$ cat src/rtl/dot_product_sequencer_pkg.sv
// Shared definitions for the dot-product sequencer: FSM encodings and width helpers.
package dot_product_sequencer_pkg;

  localparam logic [1:0] ST_IDLE = 2'd0;
  localparam logic [1:0] ST_LOAD = 2'd1;
  localparam logic [1:0] ST_DONE = 2'd2;

  // Ceiling log2; returns 0 for values 0 and 1.
  function automatic int unsigned clog2(input int unsigned value);
    int unsigned r;
    r = 0;
    while ((32'd1 << r) < value) r = r + 1;
    return r;
  endfunction

  // Accumulator width that cannot overflow for n products of two w-bit operands.
  function automatic int unsigned acc_width(input int unsigned w, input int unsigned n);
    return 2 * w + clog2(n);
  endfunction

endpackage

$ cat src/rtl/dot_product_sequencer_mac_unit.sv
// Multiply-accumulate register: acc += a*b on enable; synchronous clear wins over enable.
module mac_unit
  import dot_product_sequencer_pkg::*;
#(
  parameter int unsigned W     = 3,
  parameter int unsigned ACC_W = 8
) (
  input  logic             clock,
  input  logic             reset,
  input  logic             clear,
  input  logic             enable,
  input  logic [W-1:0]     a,
  input  logic [W-1:0]     b,
  output logic [ACC_W-1:0] acc
);

  logic [2*W-1:0]   w_prod;
  logic [ACC_W-1:0] r_acc;

  assign w_prod = a * b;

  always_ff @(posedge clock) begin
    if (reset) begin
      r_acc <= '0;
    end else if (clear) begin
      r_acc <= '0;
    end else if (enable) begin
      r_acc <= r_acc + ACC_W'(w_prod);
    end
  end

  assign acc = r_acc;

endmodule

$ cat src/rtl/dot_product_sequencer.sv
// Start/busy/done controller sequencing one mac_unit over N element pairs,
// with valid/ready handshakes on the element input and the result output.
module dot_product_sequencer
  import dot_product_sequencer_pkg::*;
#(
  parameter  int unsigned N     = 3,
  parameter  int unsigned W     = 3,
  localparam int unsigned ACC_W = acc_width(W, N),
  localparam int unsigned CNT_W = clog2(N + 1)
) (
  input  logic             clock,
  input  logic             reset,
  input  logic             start,
  input  logic             in_valid,
  output logic             in_ready,
  input  logic [W-1:0]     element_a,
  input  logic [W-1:0]     element_b,
  output logic             out_valid,
  input  logic             out_ready,
  output logic [ACC_W-1:0] result,
  output logic             busy,
  output logic [CNT_W-1:0] count
);

  logic [1:0]       r_state;
  logic [1:0]       w_next_state;
  logic             r_in_ready;
  logic             r_out_valid;
  logic             r_busy;
  logic [CNT_W-1:0] r_count;
  logic             w_start_job;
  logic             w_accept;
  logic             w_last;
  logic [ACC_W-1:0] w_acc;

  assign w_start_job = (r_state == ST_IDLE) && start;
  assign w_accept    = r_in_ready && in_valid;
  assign w_last      = w_accept && (r_count == CNT_W'(N - 1));

  always_ff @(posedge clock) begin
    if (reset) begin
      r_state <= ST_IDLE;
    end else begin
      r_state <= w_next_state;
    end
  end

  always_comb begin
    w_next_state = r_state;
    case (r_state)
      ST_IDLE: if (start)     w_next_state = ST_LOAD;
      ST_LOAD: if (w_last)    w_next_state = ST_DONE;
      ST_DONE: if (out_ready) w_next_state = ST_IDLE;
      default:                w_next_state = ST_IDLE;
    endcase
  end

  // Handshake and status flags are registered from the next state so they track r_state exactly.
  always_ff @(posedge clock) begin
    if (reset) begin
      r_in_ready  <= 1'b0;
      r_out_valid <= 1'b0;
      r_busy      <= 1'b0;
    end else begin
      r_in_ready  <= (w_next_state == ST_LOAD);
      r_out_valid <= (w_next_state == ST_DONE);
      r_busy      <= (w_next_state == ST_LOAD) || (w_next_state == ST_DONE);
    end
  end

  always_ff @(posedge clock) begin
    if (reset) begin
      r_count <= '0;
    end else if (w_start_job) begin
      r_count <= '0;
    end else if (w_accept) begin
      r_count <= r_count + CNT_W'(1);
    end
  end

  // The accumulator is frozen outside LOAD, so it doubles as the held result register.
  mac_unit #(
    .W     (W),
    .ACC_W (ACC_W)
  ) u_mac (
    .clock  (clock),
    .reset  (reset),
    .clear  (w_start_job),
    .enable (w_accept),
    .a      (element_a),
    .b      (element_b),
    .acc    (w_acc)
  );

  assign in_ready  = r_in_ready;
  assign out_valid = r_out_valid;
  assign busy      = r_busy;
  assign count     = r_count;
  assign result    = w_acc;

endmodule

$ cat config.mk
export PLATFORM = sky130hd
export DESIGN_NAME = dot_product_sequencer
export DESIGN_NICKNAME = d
export VERILOG_FILES = /design/src/rtl/dot_product_sequencer_pkg.sv /design/src/rtl/dot_product_sequencer_mac_unit.sv /design/src/rtl/dot_product_sequencer.sv
export SDC_FILE = /design/constraint.sdc
export NUM_CORES = 1
export LEC_CHECK = 0
export CORE_ASPECT_RATIO = 1.75
export CORE_MARGIN = 2
export CORE_UTILIZATION = 36
export CTS_CLUSTER_DIAMETER = 120
export DETAILED_ROUTE_END_ITERATION = 16
export PLACE_DENSITY = 0.59
export SLEW_MARGIN = 30
export SYNTH_ARGS = -nofsm -noshare
export SYNTH_HDL_FRONTEND = slang
export SYNTH_SLANG_ARGS = --single-unit
$ cat constraint.sdc
create_clock -name clock -period 8.25 [get_ports clock]
set_input_delay 2.475 -clock clock [delete_from_list [all_inputs] [get_ports clock]]
set_output_delay 2.475 -clock clock [all_outputs]
set_load 0.005 [all_outputs]
After elaboration in Yosys (flattened, before gate mapping)
Index checks and enable logic that the tools add are counted.

word-level totals
  bits in registers = 15

cells by class
  add/subtract/negate cells = 2
  multiply operators = 1
  equality and inequality tests = 5
  mux-type cells = 4
  reductions and logical operators = 6

operators with widths
  kind                 number
  $add 8x6->8          1
  $eq 2x2->1 const B   3
  $mul 3x3->6          1
  $mux 2               3
  $pmux 2 s3           1
  $eq 2x1->1 const B   2
  $logic_and 1x1->1    3
  $add 2x1->2 const B  1
  $logic_not 2->1      1
  $reduce_or 2->1      1
  $logic_or 1x1->1     1

Longest topological paths before layout
  word-level depth = 6
  gate-level depth with buffers = 10

By module
A second synthesis with hierarchy kept.

second synthesis, totals
  cells, all modules = 120
  area total of the unflattened synthesis = 1114.8 µm²

by module, submodules not included
  module                 instances  cells each  area each (µm²)  sequential area each (µm²)
  mac_unit               1          86          752.0            160.2
  dot_product_sequencer  1          34          362.8            140.1

Worst setup path before layout
Ideal clock, no wire load.

  path kind = input port to flip-flop
  from = in element_a[0]
  to = reg u_mac.r_acc[7] (netlist: u_mac.acc[7])
  arrival time = 4.547 ns
  required time = 8.127 ns
  setup slack = 3.580 ns
  stages = 8
  buffers on the path = 0
  path through = nand2_1 fa_1 fa_1 fa_1 nand2b_1 a21oi_1 o211ai_1 mux2i_1

between the ends
  word-level cells in the longest chain between the ends = 2

ends and longest elaborated chain
  item                    line                                  RTL
  start: declaration      dot_product_sequencer.sv:16           input logic [W-1:0] element_a,
  $mul 3x3->6             dot_product_sequencer_mac_unit.sv:20  assign w_prod = a * b;
  $add 8x6->8             dot_product_sequencer_mac_unit.sv:28  r_acc <= r_acc + ACC_W'(w_prod);
  end signal: assignment  dot_product_sequencer_mac_unit.sv:28
  end: declaration        dot_product_sequencer_mac_unit.sv:18  logic [ACC_W-1:0] r_acc;

Every way passes these cells.
A chain may end at the register's enable or synchronous reset.

Final worst setup path
Ends and elaborated chain as after synthesis.

==> results.toml <==
[timing]
fin_crit_sh_pct = 61.4
relSlewSlack_pct = 79.9
maxSlewViolCount = 0
rsz0062_at_grt = "false"
setup_ws_ns = 3.18
setup_viol = 0
whs_ns = 0.483
fin_setup_tns_ns = 0
min_period_ns = 5.07
worst_clock_skew_ns = 0.00299
final_hold_viol_count = 0
fmax_mhz = 197
tightest_slew_ns = 0.301

[synth]
synth.cell_area_mm2 = 0.00104
synthCells = 115
synth_top_area_share_pct = 28.9
synth_top_cell_by_area = "dfxtp_1"
synthArstFlopShare_pct = 0
avgSynthCellArea_um2 = 9.04
syn_nets = 143
synth_edf_count = 0
synth_area_leaders = "dfxtp_1 29%, ha_1 14%, fa_1 9.6%, inv_1 6.1%, nand2_1 4.3%"
synth_commonest_cells = "17 x inv_1, 15 x dfxtp_1, 12 x ha_1, 12 x nand2_1, 10 x nor2_1"
synth-main-ff-cell = "dfxtp_1"
ys_types = 30
yosys_warnings = 0
synth_seq_cells = 15
yosysMostFrequentCell = "inv_1"
ys_seq_area_share_pct = 28.9

[finish]
drive_gt1_share_pct = 10.6
layout.cells.non_filler = 168
diodes = 0
final_nets = 170
area_growth_pct = 28.4
final_core_util_pct = 49.1
final_area_mm2 = 0.00134

[global_routing]
grt_usage_pct = 14.1
grt_pass1_wl_mm = 3.43
grt_pass1_vias = 832
grt_max_degree = 13
grt_overflow_total = 0
antenna_found_initial = 0

[cts]
cts_buffer_depth = 2
cts_tree = "yes"
cts_resized = 0
clkTransAtPathRegs_ns = 0.06
htree_num_levels = 1
cts_setup_buffers = 0
hold_buffers = 0
cts_made_buffers = 3
cts.sinks = 15
root_buffer = "clkbuf_8"
clk_latency_ns = 0.24

[pwr]
power.leakage_nw = 0.564
power_mw = 0.175
peakVddDrop_mv = 0.110
powerDensity_mw_per_mm2 = 131

[placement]
dp_slack_ns = 2.92
routabilityCongestion = 0.707
hpwl_mm = 1.73
dpl.cell_count = 164
place.port_buffers = 23
placedInstanceArea_mm2 = 0.00129

[die]
dieWidth_um = 44.6
initial_utilization_pct = 38.2
die_h_um = 75.1
core_area_mm2 = 0.00272
dieArea_mm2 = 0.00335
row_count = 25
ios = 24

[setup_path]
rr_endpoint = "u_mac.acc[7]$_SDFFE_PP0P_"
cp_data_required_time_ns = 8.38
ff2ff_setup_slack_ns = 6.09
startpoint_type = "input port"
worstSetupPathType = "in2reg"
cp_data_arrival_time_ns = 5.19
r2r_cells = 7
end_kind = "flip-flop"
timing.rr.start = "u_mac.acc[2]$_SDFFE_PP0P_"
cp_max_fo = 3

[route]
wl_mm = 2.09
detail_route.first_pass.iterations = 4
drc = 0
vias_per_cell = 4.98
first_iter_violations = 8
ant_nets = 0
wl_per_cell_um = 12.4
via_count = 836

[flow_run]
maxCapViolCount = 0

[outcome]
status = "complete, no violations"

[min_path]
whs_endpoint = "u_mac.acc[1]$_SDFFE_PP0P_"
min_path_type = "reg2reg"
hold_start = "u_mac.acc[1]$_SDFFE_PP0P_"
hold_depth = 2
-- worst max-delay path by stage --
stage,from,end,slack (ns),depth (start not counted)
floorplan,element_a[0],u_mac.acc[7]$_SDFFE_PP0P_,3.58,8
global placement,element_b[2],u_mac.acc[7]$_SDFFE_PP0P_,2.98,9
detailed placement,element_b[2],u_mac.acc[7]$_SDFFE_PP0P_,2.92,9
CTS,element_a[0],u_mac.acc[7]$_SDFFE_PP0P_,3.17,9
global route,element_b[2],u_mac.acc[7]$_SDFFE_PP0P_,3.02,9
finish,element_a[0],u_mac.acc[7]$_SDFFE_PP0P_,3.18,9
-- cell families after synthesis --
family	after synthesis	synth area share [%]
and+or+nand+nor	41	20.2
AOI/OAI and AO/OA	20	15.8
buffers and inverters	18	7.46
adders and majority gates	17	24.1
DFF	15	28.9
xor gates and xnor gates	2	1.69
muxes	2	1.93
-- worst max-delay path, stage by stage --
cell	delay [ns]
clkdlybuf4s50_1	0.49
nand2_1	0.08
fa_1	0.57
fa_1	0.48
fa_1	0.48
nand2b_1	0.19
a21oi_1	0.17
o211ai_1	0.12
mux2i_1	0.13
-- sequential cells by signal, summed over array words and instances (netlist names) --
signal     cells
in_ready       1
r_state        2
count          2
busy           1
out_valid      1
u_mac.acc      8
-- metal layers --
layer	GRT usage [%]	share of wire, %
met1	12.6	37
met2	28.7	58
met3	2.40	3.7
met4	6.06	1.2
met5	0	0
-- layout make-up --
| class | count | area (µm²) |
|---|---|---|
| clock buffers | 4 | 45.0 |
| fillers | 285 | 1390 |
| inverters | 17 | 63.8 |
| multi-input cells | 82 | 662 |
| flip-flops and latches | 15 | 300 |
| well taps | 27 | 33.8 |
| repair buffers | 23 | 230 |
-- power breakdown --
group / internal [mW] / switching (mW)
combinational: 0.0199 / 0.0198
clock: 0.0342 / 0.0250
sequential: 0.0748 / 0.00174
total: 0.129 / 0.0465
-- cell usage in the layout, fill, tap and decap left out, drive strengths merged, types with 3 or more instances in the layout --
cell type / n
nand2b: 4
fa: 5
dfxtp: 15
nand3: 3
and2: 7
a211oi: 3
nor2b: 3
ha: 12
a21oi: 8
clkbuf: 4
nor2: 11
clkdlybuf4s50: 23
inv: 17
nand2: 12
(Power assumes the default switching activity.)
